**src/rtl/mux4_arb_pkg.sv**
```systemverilog
// Shared types and helpers for the round-robin arbitrated mux4 operand path.
// rr_pick returns {found, idx}: the first set req bit searching ptr, ptr+1, ptr+2, ptr+3 (mod 4).
package mux4_arb_pkg;

    localparam int N_REQ = 4;

    typedef enum logic [0:0] {
        IDLE = 1'b0,
        FULL = 1'b1
    } arb_state_t;

    function automatic logic [2:0] rr_pick(input logic [N_REQ-1:0] req, input logic [1:0] ptr);
        logic [2:0] res;
        logic [1:0] idx;
        res = 3'b000;
        // Walk from the farthest offset back to ptr so the nearest requester wins.
        for (int k = N_REQ - 1; k >= 0; k--) begin
            idx = ptr + 2'(k);
            if (req[idx]) begin
                res = {1'b1, idx};
            end
        end
        return res;
    endfunction

endpackage

```
**src/rtl/mux4.sv**
```systemverilog
// Plain 4:1 multiplexer; s selects which of d0..d3 appears on y.
module mux4 #(
    parameter int WIDTH = 8
) (
    input  logic [WIDTH-1:0] d0,
    input  logic [WIDTH-1:0] d1,
    input  logic [WIDTH-1:0] d2,
    input  logic [WIDTH-1:0] d3,
    input  logic [1:0]       s,
    output logic [WIDTH-1:0] y
);

    always_comb begin
        y = d0;
        case (s)
            2'd0: y = d0;
            2'd1: y = d1;
            2'd2: y = d2;
            2'd3: y = d3;
            default: y = d0;
        endcase
    end

endmodule

```
**src/rtl/mux4_rr_arb.sv**
```systemverilog
// Round-robin arbiter sharing one mux4 among four requesters, with a single registered
// output stage. The current FSM state is visible on state_dbg.
//
// Handshakes: requester i transfers d<i> on a rising edge where req[i]=1 and gnt[i]=1
// (gnt acts as ready_i); the consumer takes y on a rising edge where y_valid=1 and
// y_ready=1. Requesters hold req/d stable until granted; y holds until consumed.
module mux4_rr_arb
    import mux4_arb_pkg::*;
#(
    parameter int WIDTH = 8
) (
    input  logic             clk,
    input  logic             reset_n,
    input  logic [3:0]       req,
    input  logic [WIDTH-1:0] d0,
    input  logic [WIDTH-1:0] d1,
    input  logic [WIDTH-1:0] d2,
    input  logic [WIDTH-1:0] d3,
    output logic [3:0]       gnt,
    output logic [WIDTH-1:0] y,
    output logic             y_valid,
    input  logic             y_ready,
    output arb_state_t       state_dbg
);

    arb_state_t       state;
    logic [1:0]       ptr;
    logic [2:0]       pick;
    logic             found;
    logic [1:0]       winner;
    logic             load;
    logic [WIDTH-1:0] mux_y;

    assign pick   = rr_pick(req, ptr);
    assign found  = pick[2];
    assign winner = pick[1:0];

    // Decision uses only registered ptr/state plus live req/y_ready; y never depends on y_ready combinationally.
    assign load = found && ((state == IDLE) || y_ready);

    always_comb begin
        gnt = 4'b0000;
        if (reset_n && load) begin
            gnt = 4'b0001 << winner;
        end
    end

    mux4 #(.WIDTH(WIDTH)) u_mux4 (
        .d0 (d0),
        .d1 (d1),
        .d2 (d2),
        .d3 (d3),
        .s  (winner),
        .y  (mux_y)
    );

    always_ff @(posedge clk or negedge reset_n) begin
        if (!reset_n) begin
            state <= IDLE;
            ptr   <= 2'd0;
            y     <= '0;
        end else if (load) begin
            y     <= mux_y;
            ptr   <= winner + 2'd1;
            state <= FULL;
        end else if ((state == FULL) && y_ready) begin
            state <= IDLE;
        end
    end

    assign y_valid   = (state == FULL);
    assign state_dbg = state;

endmodule

```
**config.mk**
```make
export PLATFORM = sky130hd
export DESIGN_NAME = mux4_rr_arb
export DESIGN_NICKNAME = d
export VERILOG_FILES = /design/src/rtl/mux4_arb_pkg.sv /design/src/rtl/mux4.sv /design/src/rtl/mux4_rr_arb.sv
export SDC_FILE = /design/constraint.sdc
export NUM_CORES = 1
export LEC_CHECK = 0
export ABC_AREA = 1
export BUFFER_PORTS_ARGS = -buffer_cell sky130_fd_sc_hd__buf_2
export CORE_MARGIN = 4
export CORE_UTILIZATION = 49
export CTS_BUF_LIST = sky130_fd_sc_hd__clkbuf_4
export DETAILED_ROUTE_END_ITERATION = 12
export PLACE_DENSITY_LB_ADDON = 0.12
export SLEW_MARGIN = 20
export SYNTH_ARGS = -nofsm -noshare
export SYNTH_HDL_FRONTEND = slang
export SYNTH_SLANG_ARGS = --single-unit
```
**constraint.sdc**
```tcl
create_clock -name clk -period 6.44 [get_ports clk]
set_input_delay 0.322 -clock clk [delete_from_list [all_inputs] [get_ports clk]]
set_output_delay 0.322 -clock clk [all_outputs]
set_load 0.03 [all_outputs]
```
# Yosys cells after proc, flatten, opt, wreduce, memory -nomap -nowiden
# Cells that the tools add are included.
[totals] regBits=11 in_bits=39 out_inout_bits=14 word_cells=38
[op_classes] add_sub_neg=4 n_lt_le_gt_ge=4 eq_ne=3 shift=1 n_mux=16 bitwise=1 n_reduce_logical=6
[ops] operator="$pmux 8 s4" n=1
[ops] operator="$lt 2x3->1 const B" n=4
[ops] operator="$mux 3" n=4
[ops] operator="$bmux 1 s2" n=4
[ops] operator="$mux 1" n=6
[ops] operator="$add 2x1->2 const B" n=2
[ops] operator="$add 2x2->2 const B" n=2
[ops] operator="$eq 2x2->1 const B" n=2
[ops] operator="$mux 4" n=1
[ops] operator="$shl 1x2->4 const A" n=1
[ops] operator="$logic_and 1x1->1" n=3
[ops] operator="$eq 2x1->1 const B" n=1
[ops] operator="$logic_not 2->1" n=1
[ops] operator="$reduce_bool 2->1" n=1
[ops] operator="$logic_or 1x1->1" n=1
[ops] operator="$not 1->1" n=1

# Longest topological paths before layout
# Gate-level depths: netlist (run 1).
[logic_depth] depth_word=10 ltp_mapped=17 depth_no_buf=15

# Modules after synthesis
# A second synthesis (run 1) with hierarchy kept.
[unflattened] hier_cells=153 area_unflattened_um2=980.9
[by_module_without_submodules] module="mux4_rr_arb" n_inst=1 cells_each=106 area_each_um2=716.9
[by_module_without_submodules] module="mux4" n_inst=1 cells_each=47 area_each_um2=264.0

# Worst setup path before layout (run 1)
# OpenSTA, ideal clock, no wires.
[synth_timing] kind="register -> output" from="register ptr[0]" to="output port gnt[3]" arrival_ps=2046 required_time_ps=6118 slack_ps=4072 path_stages_with_launch=14 n_path_buf=2 path_cell_list="dfrtp_1 > buf_6 > inv_4 > nand2_1 > and2_1 > nor2_2 > inv_1 > nand3_1 > nand2_1 > inv_1 > ha_1 > clkbuf_1 > inv_1 > nor2_1"
[synth_via] elab_chain_len=10 elab_cells_between_ends=19 classes_between="add/sub (3); shift (1); mux (13); reduce/logical (2)"
[synth_lines] item="from (decl)" line="mux4_rr_arb.sv:27" source="logic [1:0] ptr;"
[synth_lines] item="from (signal assigned)" line="mux4_rr_arb.sv:64" source="ptr <= winner + 2'd1;"
[synth_lines] item="$add 2x2->2" line="mux4_arb_pkg.sv:18" source="idx = ptr + 2'(k);"
[synth_lines] item="$bmux 1 s2" line="mux4_arb_pkg.sv:19" source="if (req[idx]) begin"
[synth_lines] item="$mux 1 (not written as such)" line="mux4_arb_pkg.sv:19"
[synth_lines] item="$mux 3 (3 in series)" line="mux4_arb_pkg.sv:19"
[synth_lines] item="$mux 3 *" line="mux4_arb_pkg.sv:19"
[synth_lines] item="$logic_and 1x1->1" line="mux4_rr_arb.sv:39" source="assign load = found && ((state == IDLE) || y_ready);"
[synth_lines] item="$logic_and 1x1->1" line="mux4_rr_arb.sv:43" source="if (reset_n && load) begin"
[synth_lines] item="$mux 4 *" line="mux4_rr_arb.sv:43"
[synth_lines] item="to (decl)" line="mux4_rr_arb.sv:19" source="output logic [3:0] gnt,"
# Mark *: on every way between the ends. The rest lies on a longest branch, timed or not. The select of a mux whose other input is x is not followed.

# Final worst setup path (run 1)
[layout_timing] from="register ptr[0]" to="output port gnt[1]"
# Same word-level chain as after synthesis.

==> reports/results.txt, run 1 <==
worst min-delay path category: in2reg
flop-to-flop setup slack: 4.07 ns
cells traversed along the worst timing path: inv_4, nand2_1, nand2_1, nand2_2, nand2_2, nand2_1, nand2_1, nand2_1, nand2_1, inv_1, ha_1, inv_1, nor2_1, buf_2
Clock Latency Late Sink: 0.26 ns
post-route cell area: 1230 um2
maximum number of pins on one net before global-route repair: 20
synthesized netlist net count: 188
H-Tree Depth: 1
register area share after synthesis: 0.291
post-layout instance count excluding filler cells: 219
crit path buf inv count: 4
Worst Hold Path Cells: 3
largest family of logic cells by synthesized area: simple AND/OR/NAND/NOR gates
antenna violation net count after detailed routing: 0
number of global-route vias before repair: 933
setup repair after global routing missed its margin: false
top post-synthesis cells by area: sky130_fd_sc_hd__dfrtp_1 29%, sky130_fd_sc_hd__nand2_1 25%, sky130_fd_sc_hd__a22o_1 7.4%
family with the most delay on the worst path: simple AND/OR/NAND/NOR gates
vias post-DR: 1,069
nature of the critical path endpoint: primary output
Crit. Startpoint: ptr[0]$_DFFE_PN0N_
cell with the most instances after synthesis: sky130_fd_sc_hd__nand2_1
Setup CP Type: reg2out
top cell types by occurrence after synthesis: 62 x sky130_fd_sc_hd__nand2_1, 14 x sky130_fd_sc_hd__inv_1, 11 x sky130_fd_sc_hd__dfrtp_1, 9 x sky130_fd_sc_hd__o21ai_1
number of max-capacitance violations reported: 0
largest area contributor in the netlist: sky130_fd_sc_hd__dfrtp_1
achievable frequency: 0.377 GHz
signed area change from the synthesized netlist to the final layout: 29.9%
Ys Warns: 0
number of fillers in the final layout: 153
xor-xnor portion of the synthesized cell area: 0
post-synthesis simple-gate area fraction: 0.341
Crit path required time: 6.12 ns
Max IR drop VDD: 546 uV
die width: 51.9 um
clock edge transition at the registers on the reported setup and hold paths: 0.06 ns
count of buffers added by post-CTS timing repair for setup: 0
maximum fanout count along the critical path: 9
row count: 15
delay contributed by the slowest stage of the critical path: 0.50 ns
startpoint type of the worst setup path: register
headroom to the max-slew limit: 0.708
Via-to-Cell Ratio: 4.88
Gates resized, CTS repair: 0
slowest CP cell: sky130_fd_sc_hd__dfrtp_1
final critical path time including I/O delays and setup: 2.65 ns
Hold Fails Final Rpt: 0
TritonCTS clock tree: done
die outline area: 2700 um2
leftover overflow at the end of global routing: 0
most instantiated flip-flop cell in the synthesis netlist: sky130_fd_sc_hd__dfrtp_1
share of the core filled with cells in the final layout: 0.689
Max Root-Sink Buffers: 2
count of inserted antenna diode cells: 0
clock root buffer master: sky130_fd_sc_hd__clkbuf_4
placeable core area: 1780 um2
number of remaining DRC errors: 0
depth of the critical timing path with buffers and inverters included: 14
number of buffers added by the clock tree synthesis step: 3
number of enable flip-flop cells after synthesis: 0
vertical die dimension: 51.9 um
Num Clock Sinks: 11
Total Routed Length: 2.47 mm
#FFs+latches synth: 11
number of placed I/O pins: 53
Worst-Margin Slew: 0.437 ns
synthesized area divided by synthesized cell count: 6.57 um2
Min-Delay Startpoint: d0[0]
portion of the clock cycle consumed by the worst path in the final layout: 0.412
cell area reported after detailed placement: 1190 um2
origin of the critical flop-to-flop path: ptr[0]$_DFFE_PN0N_
fin nets: 239
number of detailed-route iterations in the first pass: 4
Synth Cell Area: 946 um2
initial cell density of the core: 0.531
number of antenna violations at the first check in global routing: 0
global-route wire length before repair: 3.79 mm
Worst EP arrival: 2.33 ns
power per cell area: 676 nW/um2
leakage power total: 0.740 nW
destination of the worst hold path: y[0]$_DFFE_PN0N_
multiplexer fraction of the synthesized cell area: 0
aggregate global-route resource usage: 0.187
post-route clock skew: 0.00194 ns
fraction of the mapped netlist area in compound gates: 0.180
aggregate negative setup slack: 0 ns
Yosys cell types: 20
number of cells after detailed placement: 214
Yosys top cell area share: 0.291
DRT iter0 DRCs: 22
count of cells along the worst register-to-register path: 15
fraction of final layout cells with drive strength greater than 1: 0.335
Synth async-reset ratio: 1.00
number of buffers added to fix hold violations after cts: 1
GP Congestion: 0.837
count of final max-slew check failures: 0
end of the worst register-to-register path: y[4]$_DFFE_PN0N_
post-synthesis adder-cell area fraction: 0.0661
count of final setup violators: 0
outcome: finished clean
post-detail-place hpwl: 2.00 mm
post-detailed-route wirelength per cell: 11.3 um
count of mapped cells out of synthesis: 144
cell occurring most often along the worst timing path: sky130_fd_sc_hd__nand2_1
number of I/O port buffers: 52
## final cells by class
type	count	area, um2	area share
inverter	17	66.3	0.0540
multi-input combinational	109	556	0.452
sequential	11	275	0.224
timing repair buffer	53	270	0.220
tap	25	31.3	0.0255
clock buffer	4	30.0	0.0244
## layer usage
metal / global-route usage / up-vias / share of wire
met5: 0 / - / 0
met4: 0.0786 / 0 / 0.0069
met3: 0.00860 / 2 / 0.081
met2: 0.293 / 50 / 0.46
met1: 0.265 / 457 / 0.45
li1: - / 560 / -
## report_power, final
group          internal (mW)  switching, mW  total (mW)
registers              0.107         0.0254       0.133
clock network         0.0281         0.0207      0.0488
logic                  0.231          0.418       0.649
## layout by cell type, fill, tap and decap left out
cell type	netlist	final
sky130_fd_sc_hd__nand2_2	3	3
sky130_fd_sc_hd__buf_2	0	52
sky130_fd_sc_hd__ha_1	5	5
sky130_fd_sc_hd__nand2_1	62	62
sky130_fd_sc_hd__dlygate4sd3_1	0	1
sky130_fd_sc_hd__o21ai_0	1	1
sky130_fd_sc_hd__and2_1	2	2
sky130_fd_sc_hd__o21ai_1	9	9
sky130_fd_sc_hd__nand2_4	1	1
sky130_fd_sc_hd__inv_4	1	1
sky130_fd_sc_hd__inv_1	14	14
sky130_fd_sc_hd__inv_2	2	2
sky130_fd_sc_hd__clkbuf_4	0	4
sky130_fd_sc_hd__nand3_1	4	4
sky130_fd_sc_hd__nor2_1	4	4
sky130_fd_sc_hd__o22ai_1	8	8
sky130_fd_sc_hd__nor2_2	2	2
sky130_fd_sc_hd__a22o_1	8	8
sky130_fd_sc_hd__dfrtp_1	11	11
## how the worst max path moves through the flow
| stage | end |
|---|---|
| after global placement | gnt[1] |
| after CTS | gnt[1] |
| after detailed placement | gnt[3] |
| after floorplan | gnt[3] |
| final | gnt[1] |
| after global routing | gnt[2] |
## worst reg2reg max path: cells and delay by family, from the launching register on
kind            cells  cell delay (ns)
simple gates        9             0.76
buf+inv             3             0.51
flops               1             0.50
compound gates      2             0.31
fa+ha+maj           1             0.19
## flip-flops by register name, summed over array words and instances (netlist names)
name and count:
state_dbg 1, ptr 2, y 8
## through the flow
stage,hold WS [ns],total power [mW],setup WS (ns)
floorplan,0.0264,0.653,4.07
global placement,0.201,0.759,4.18
detailed placement,0.208,0.778,4.09
CTS,0.351,0.833,3.78
global route,0.362,0.918,3.56
finish,0.358,0.831,3.79
## logic make-up after synthesis
kind of cell,Yosys count
AO/OA/AOI/OAI,26
adder cells (fa/ha/maj),5
flip-flops,11
buffers and inverters,24
AND/OR/NAND/NOR,78
Power figures use the tool's default switching activity.
==> inputs of run 2 (changes only) <==
--- a/config.mk
+++ b/config.mk
@@ -8,7 +8,7 @@
 export ABC_AREA = 1
 export BUFFER_PORTS_ARGS = -buffer_cell sky130_fd_sc_hd__buf_2
 export CORE_MARGIN = 4
-export CORE_UTILIZATION = 49
+export CORE_UTILIZATION = 45
 export CTS_BUF_LIST = sky130_fd_sc_hd__clkbuf_4
 export DETAILED_ROUTE_END_ITERATION = 12
 export PLACE_DENSITY_LB_ADDON = 0.12
==> constraint.sdc (replaced) <==
create_clock -name clk -period 2.7 [get_ports clk]
set_input_delay 0.135 -clock clk [delete_from_list [all_inputs] [get_ports clk]]
set_output_delay 0.135 -clock clk [all_outputs]
set_load 0.03 [all_outputs]
==> run 2 against run 1 <==
Compared with the run above:
- final cell count rose by 0.91%
- critical path depth fell by 2
- global-route usage is 2.3 points lower
- die area is 7.5% higher
- setup slack worse by 3.5 ns
- sequential power grew 140%
- non-clock buffer count unchanged
- utilization down 6.8 points
- via count decreased by 1.8%
- worst hold slack got worse by 0.19 ns
- routed wire length shrank 3.0%
- count of clock-buffer cells in the layout is the same
- highest routed layer unchanged
==> reports/results.txt, run 2 (same netlist as run 1, synthesis figures left out) <==
portion of the clock cycle consumed by the worst path in the final layout: 0.909
startpoint type of the worst setup path: register
flop-to-flop setup slack: 0.36 ns (-3.71 ns)
power per cell area: 1590 nW/um2 (+140%)
Worst-Margin Slew: 0.426 ns (-0.0111 ns)
setup repair after global routing missed its margin: false
maximum fanout count along the critical path: 9 (unchanged)
Setup CP Type: reg2out
global-route wire length before repair: 3.53 mm (-6.8%)
post-detail-place hpwl: 1.97 mm (-1.9%)
count of final setup violators: 0 (unchanged)
post-route clock skew: 0.00161 ns (-0.000327 ns)
number of global-route vias before repair: 873 (-6.4%)
Hold Fails Final Rpt: 0 (unchanged)
vertical die dimension: 53.8 um (+3.7%)
TritonCTS clock tree: done
Max IR drop VDD: 921 uV (+69%)
number of remaining DRC errors: 0 (unchanged)
number of max-capacitance violations reported: 0 (unchanged)
maximum number of pins on one net before global-route repair: 20 (unchanged)
Crit. Startpoint: ptr[0]$_DFFE_PN0N_
clock root buffer master: sky130_fd_sc_hd__clkbuf_4
share of the core filled with cells in the final layout: 0.621 (-0.0679)
leftover overflow at the end of global routing: 0 (unchanged)
number of placed I/O pins: 53 (unchanged)
number of detailed-route iterations in the first pass: 4 (unchanged)
final critical path time including I/O delays and setup: 2.45 ns
post-detailed-route wirelength per cell: 10.8 um (-3.8%)
Worst EP arrival: 2.32 ns (about the same)
origin of the critical flop-to-flop path: ptr[0]$_DFFE_PN0N_
Gates resized, CTS repair: 0 (unchanged)
register with the highest flop count: y
number of I/O port buffers: 52 (unchanged)
aggregate negative setup slack: 0 ns (unchanged)
die outline area: 2900 um2 (+7.5%)
cells traversed along the worst timing path: inv_4, nand2_1, and2_1, nor2_2, inv_1, nand3_1, nand2_1, inv_1, ha_1, inv_1, nor2_1, buf_2
number of buffers added by the clock tree synthesis step: 3 (unchanged)
nature of the critical path endpoint: primary output
outcome: finished clean
Via-to-Cell Ratio: 4.75 (-2.7%)
fin nets: 239 (unchanged)
initial cell density of the core: 0.477 (-0.0533)
end point of the critical path: gnt[1]
end of the worst register-to-register path: y[2]$_DFFE_PN0N_
signed area change from the synthesized netlist to the final layout: 30.2%
slowest CP cell: sky130_fd_sc_hd__dfrtp_1
count of cells along the worst register-to-register path: 13 (-2)
top library cells by usage in the layout, fill and taps aside: 62 x sky130_fd_sc_hd__nand2_1, 52 x sky130_fd_sc_hd__buf_2, 14 x sky130_fd_sc_hd__inv_1
vias post-DR: 1,050 (-1.8%)
number of flip-flops under the largest register name: 8 (unchanged)
fraction of final layout cells with drive strength greater than 1: 0.335 (unchanged)
worst min-delay path category: in2reg
achievable frequency: 0.407 GHz
count of buffers added by post-CTS timing repair for setup: 0 (unchanged)
Num Clock Sinks: 11 (unchanged)
clock edge transition at the registers on the reported setup and hold paths: 0.06 ns (about the same)
number of antenna violations at the first check in global routing: 0 (unchanged)
Worst Hold Path Cells: 3 (unchanged)
die width: 53.8 um (+3.7%)
H-Tree Depth: 1 (unchanged)
leakage power total: 0.740 nW (unchanged)
Clock Latency Late Sink: 0.26 ns (about the same)
antenna violation net count after detailed routing: 0 (unchanged)
count of inserted antenna diode cells: 0 (unchanged)
Crit path required time: 2.57 ns (-3.55 ns)
placeable core area: 1980 um2 (+11%)
count of final max-slew check failures: 0 (unchanged)
headroom to the max-slew limit: 0.716 (+0.00743)
Max Root-Sink Buffers: 2 (unchanged)
most common cell after layout, fill and taps aside: sky130_fd_sc_hd__nand2_1
Total Routed Length: 2.40 mm (-3.0%)
row count: 16 (+1)
cell area reported after detailed placement: 1190 um2 (+0.21%)
aggregate global-route resource usage: 0.164 (-0.0226)
GP Congestion: 0.867 (+3.5%)
cell occurring most often along the worst timing path: sky130_fd_sc_hd__inv_1
DRT iter0 DRCs: 19 (-14%)
delay contributed by the slowest stage of the critical path: 0.47 ns (-0.03 ns)
post-route cell area: 1230 um2 (+0.20%)
==> run 2: cell counts in the layout (fill, tap and decap cells not counted) <==
No cell type changed its count.
==> run 2: layer usage <==
| metal | wire length, um | part of all wire | up-vias | global-route usage |
|---|---|---|---|---|
| met5 | 0 | 0 | - | 0 |
| met4 | 29 | 0.012 | 0 | 0.0511 |
| met3 | 213 | 0.089 | 5 | 0.0249 |
| met2 | 961 | 0.40 | 52 | 0.252 |
| met1 | 1190 | 0.50 | 430 | 0.234 |
| li1 | - | - | 563 | - |
==> run 2: critical path: cells and delay by family, from the launching register on <==
kind / cells / cell delay, ns
adder cells (fa/ha/maj): 1 / 0.33
buffers and inverters: 5 / 0.58
flip-flops: 1 / 0.47
AND/OR/NAND/NOR: 6 / 0.68
==> run 2: what timing repair did <==
item / in CTS / in global routing
hold buffers: 1 / 0
setup endpoints to repair: 0 / 0
endpoints found under the hold margin: 11 / 0
==> run 2: layout make-up <==
| type | count | area, um2 |
|---|---|---|
| tap | 27 | 33.8 |
| multi-input combinational | 109 | 556 |
| sequential | 11 | 275 |
| inverter | 17 | 66.3 |
| timing repair buffer | 53 | 270 |
| clock buffer | 4 | 30.0 |
| fill | 200 | 751 |
==> run 2: how the worst min path moves through the flow <==
stage | start | to
final | d0[4] | y[4]$_DFFE_PN0N_
after global routing | d0[5] | y[5]$_DFFE_PN0N_
after CTS | d0[4] | y[4]$_DFFE_PN0N_
after detailed placement | reset_n | ptr[0]$_DFFE_PN0N_
after global placement | reset_n | state_dbg$_DFFE_PN0P_
after floorplan | reset_n | ptr[0]$_DFFE_PN0N_
==> run 2: power breakdown <==
group | total [mW] | switching, mW | internal [mW] | leakage (nW)
logic | 1.53 | 0.976 | 0.549 | 0.589
clock network | 0.119 | 0.0521 | 0.0672 | 0.0184
registers | 0.319 | 0.0622 | 0.256 | 0.133
==> run 2: per-stage QoR <==
stage / worst slack (ns) / std cells / power (mW) / hold slack, ns
floorplan: 0.519 / 144 / 1.56 / -0.161
global placement: 0.382 / 216 / 1.84 / 0.0185
detailed placement: 0.360 / 216 / 1.84 / 0.0238
CTS: 0.231 / 221 / 1.97 / 0.176
global route: 0.0246 / 221 / 2.16 / 0.182
finish: 0.246 / 221 / 1.96 / 0.173
==> inputs of run 3 (changes only) <==
--- a/config.mk
+++ b/config.mk
@@ -11,7 +11,7 @@
 export CORE_UTILIZATION = 45
 export CTS_BUF_LIST = sky130_fd_sc_hd__clkbuf_4
 export DETAILED_ROUTE_END_ITERATION = 12
-export PLACE_DENSITY_LB_ADDON = 0.12
+export PLACE_DENSITY_LB_ADDON = 0.3
 export SLEW_MARGIN = 20
 export SYNTH_ARGS = -nofsm -noshare
 export SYNTH_HDL_FRONTEND = slang
==> run 3 against run 2 <==
Compared with the run above:
- critical path depth did not move
- non-clock buffer count unchanged
- highest routed layer is now met3
- total power rose by 1.1%
- clock power about the same
==> reports/results.txt, run 3 (same netlist as run 1, synthesis figures left out) <==
outcome: finished clean
number of placed I/O pins: 53 (unchanged)
row count: 16 (unchanged)
Max IR drop VDD: 1190 uV (+29%)
number of antenna violations at the first check in global routing: 0 (unchanged)
post-detail-place hpwl: 1.96 mm (-0.16%)
number of flip-flops under the largest register name: 8 (unchanged)
flop-to-flop setup slack: 0.31 ns (-0.05 ns)
die width: 53.8 um (unchanged)
Clock Latency Late Sink: 0.26 ns (about the same)
Setup CP Type: reg2out
Total Routed Length: 2.41 mm (+0.79%)
die outline area: 2900 um2 (unchanged)
Worst Hold Margin: 0.167 ns (-0.00514 ns)
achievable frequency: 0.409 GHz (+0.49%)
GP Congestion: 0.823 (-5.0%)
crit path buf inv count: 4 (-1)
slowest CP cell: sky130_fd_sc_hd__dfrtp_1
register with the highest flop count: y
number of detailed-route iterations in the first pass: 4 (unchanged)
maximum number of pins on one net before global-route repair: 20 (unchanged)
vias post-DR: 1,057 (+0.67%)
leftover overflow at the end of global routing: 0 (unchanged)
Crit path required time: 2.57 ns (about the same)
Via-to-Cell Ratio: 4.78 (+0.67%)
clock root buffer master: sky130_fd_sc_hd__clkbuf_4
placeable core area: 1980 um2 (unchanged)
nature of the critical path endpoint: primary output
setup repair after global routing missed its margin: false
aggregate negative setup slack: 0 ns (unchanged)
Worst-Margin Slew: 0.429 ns (+0.00309 ns)
DRT iter0 DRCs: 18 (-1)
vertical die dimension: 53.8 um (unchanged)
post-route cell area: 1240 um2 (+0.41%)
number of max-capacitance violations reported: 0 (unchanged)
Hold Fails Final Rpt: 0 (unchanged)
initial cell density of the core: 0.477 (unchanged)
count of inserted antenna diode cells: 0 (unchanged)
portion of the clock cycle consumed by the worst path in the final layout: 0.905 (-0.00444)
delay contributed by the slowest stage of the critical path: 0.48 ns (about the same)
worst min-delay path category: in2reg
count of final max-slew check failures: 0 (unchanged)
cell occurring most often along the worst timing path: sky130_fd_sc_hd__nand2_1
TritonCTS clock tree: done
family with the most delay on the worst path: simple AND/OR/NAND/NOR gates
signed area change from the synthesized netlist to the final layout: 30.7%
number of remaining DRC errors: 0 (unchanged)
final critical path time including I/O delays and setup: 2.44 ns (-0.0120 ns)
power per cell area: 1610 nW/um2 (+0.71%)
share of the core filled with cells in the final layout: 0.624 (+0.00252)
Max Root-Sink Buffers: 2 (unchanged)
final total power: 1.99 mW (+1.1%)
count of final setup violators: 0 (unchanged)
clock edge transition at the registers on the reported setup and hold paths: 0.07 ns (about the same)
count of buffers added by post-CTS timing repair for setup: 0 (unchanged)
leakage power total: 0.737 nW (-0.44%)
Num Clock Sinks: 11 (unchanged)
top library cells by usage in the layout, fill and taps aside: 62 x sky130_fd_sc_hd__nand2_1, 52 x sky130_fd_sc_hd__buf_2, 14 x sky130_fd_sc_hd__inv_1
most common cell after layout, fill and taps aside: sky130_fd_sc_hd__nand2_1
cells traversed along the worst timing path: inv_4, nand2_1, and2_1, nor2_2, inv_1, nand2_1, nand2_1, nand2_1, ha_1, inv_1, nor2_1, buf_2
global-route wire length before repair: 3.61 mm (+2.2%)
maximum fanout count along the critical path: 9 (unchanged)
H-Tree Depth: 1 (unchanged)
cell area reported after detailed placement: 1190 um2 (unchanged)
post-detailed-route wirelength per cell: 10.9 um (+0.79%)
number of buffers added by the clock tree synthesis step: 3 (unchanged)
aggregate global-route resource usage: 0.164 (-0.000389)
headroom to the max-slew limit: 0.714 (-0.00206)
Worst EP arrival: 2.31 ns (about the same)
fin nets: 239 (unchanged)
post-route clock skew: 0.00321 ns (+0.00160 ns)
antenna violation net count after detailed routing: 0 (unchanged)
startpoint type of the worst setup path: register
number of global-route vias before repair: 851 (-2.5%)
number of I/O port buffers: 52 (unchanged)
fraction of final layout cells with drive strength greater than 1: 0.345 (+0.0103)
-- run 3: cell counts in the layout (fill, tap and decap cells not counted) --
Identical to the previous run, type by type.
-- run 3: worst paths after layout --
| check | startpoint | depth (start not counted) | to |
|---|---|---|---|
| worst max-delay path | ptr[0]$_DFFE_PN0N_ | 12 | gnt[2] |
| worst min-delay path | d0[0] | 3 | y[0]$_DFFE_PN0N_ |
| worst max register to register | ptr[0]$_DFFE_PN0N_ | 15 | y[4]$_DFFE_PN0N_ |
| worst min register to register | y[2]$_DFFE_PN0N_ | 2 | y[2]$_DFFE_PN0N_ |
| max in group asynchronous | reset_n | 2 | y[6]$_DFFE_PN0N_ |
| min in group asynchronous | reset_n | 2 | state_dbg$_DFFE_PN0P_ |
-- run 3: final cells by class --
cell class / instances / area [um2]
sequential: 11 / 275
clock buffer: 4 / 30.0
inverter: 17 / 66.3
timing repair buffer: 53 / 270
tap: 27 / 33.8
fill: 190 / 746
multi-input combinational: 109 / 561
-- run 3: metrics by stage --
step	setup slack (ns)	std cells
2_1_floorplan	0.519	144
3_5_place_dp	0.341	216
6_report	0.258	221
3_3_place_gp	0.435	216
5_1_grt	0.0210	221
4_1_cts	0.186	221
-- run 3: report_power, final --
part           switching (mW)  total, mW  internal [mW]
combinational           0.975       1.54          0.566
clock                  0.0522      0.119         0.0672
sequential             0.0682      0.325          0.256
-- run 3: what timing repair did --
action	4_1_cts	5_1_grt
endpoints found under the hold margin	11	0
hold buffers	1	0
setup endpoints to repair	0	2
gates resized for setup	0	2
-- run 3: worst register-to-register path: stages, from the launching register on --
cell and delay, ns:
sky130_fd_sc_hd__dfrtp_1 0.50, sky130_fd_sc_hd__inv_4 0.09, sky130_fd_sc_hd__nand2_1 0.09, sky130_fd_sc_hd__and2_1 0.15, sky130_fd_sc_hd__nand2_1 0.06, sky130_fd_sc_hd__nand2_1 0.05, sky130_fd_sc_hd__nand2_1 0.05, sky130_fd_sc_hd__nand2_1 0.05
sky130_fd_sc_hd__nand3_1 0.07, sky130_fd_sc_hd__nand2_1 0.12, sky130_fd_sc_hd__inv_1 0.10, sky130_fd_sc_hd__ha_1 0.21, sky130_fd_sc_hd__inv_1 0.33, sky130_fd_sc_hd__nand2_1 0.10, sky130_fd_sc_hd__o22ai_1 0.21, sky130_fd_sc_hd__o21ai_1 0.10
-- run 3: metal layers --
layer | wire [um] | vias up | global-route usage
met2 | 985 | 51 | 0.248
met5 | 0 | - | 0
met4 | 0 | 0 | 0.0128
met1 | 1200 | 448 | 0.249
met3 | 229 | 0 | 0.0305
li1 | - | 558 | -
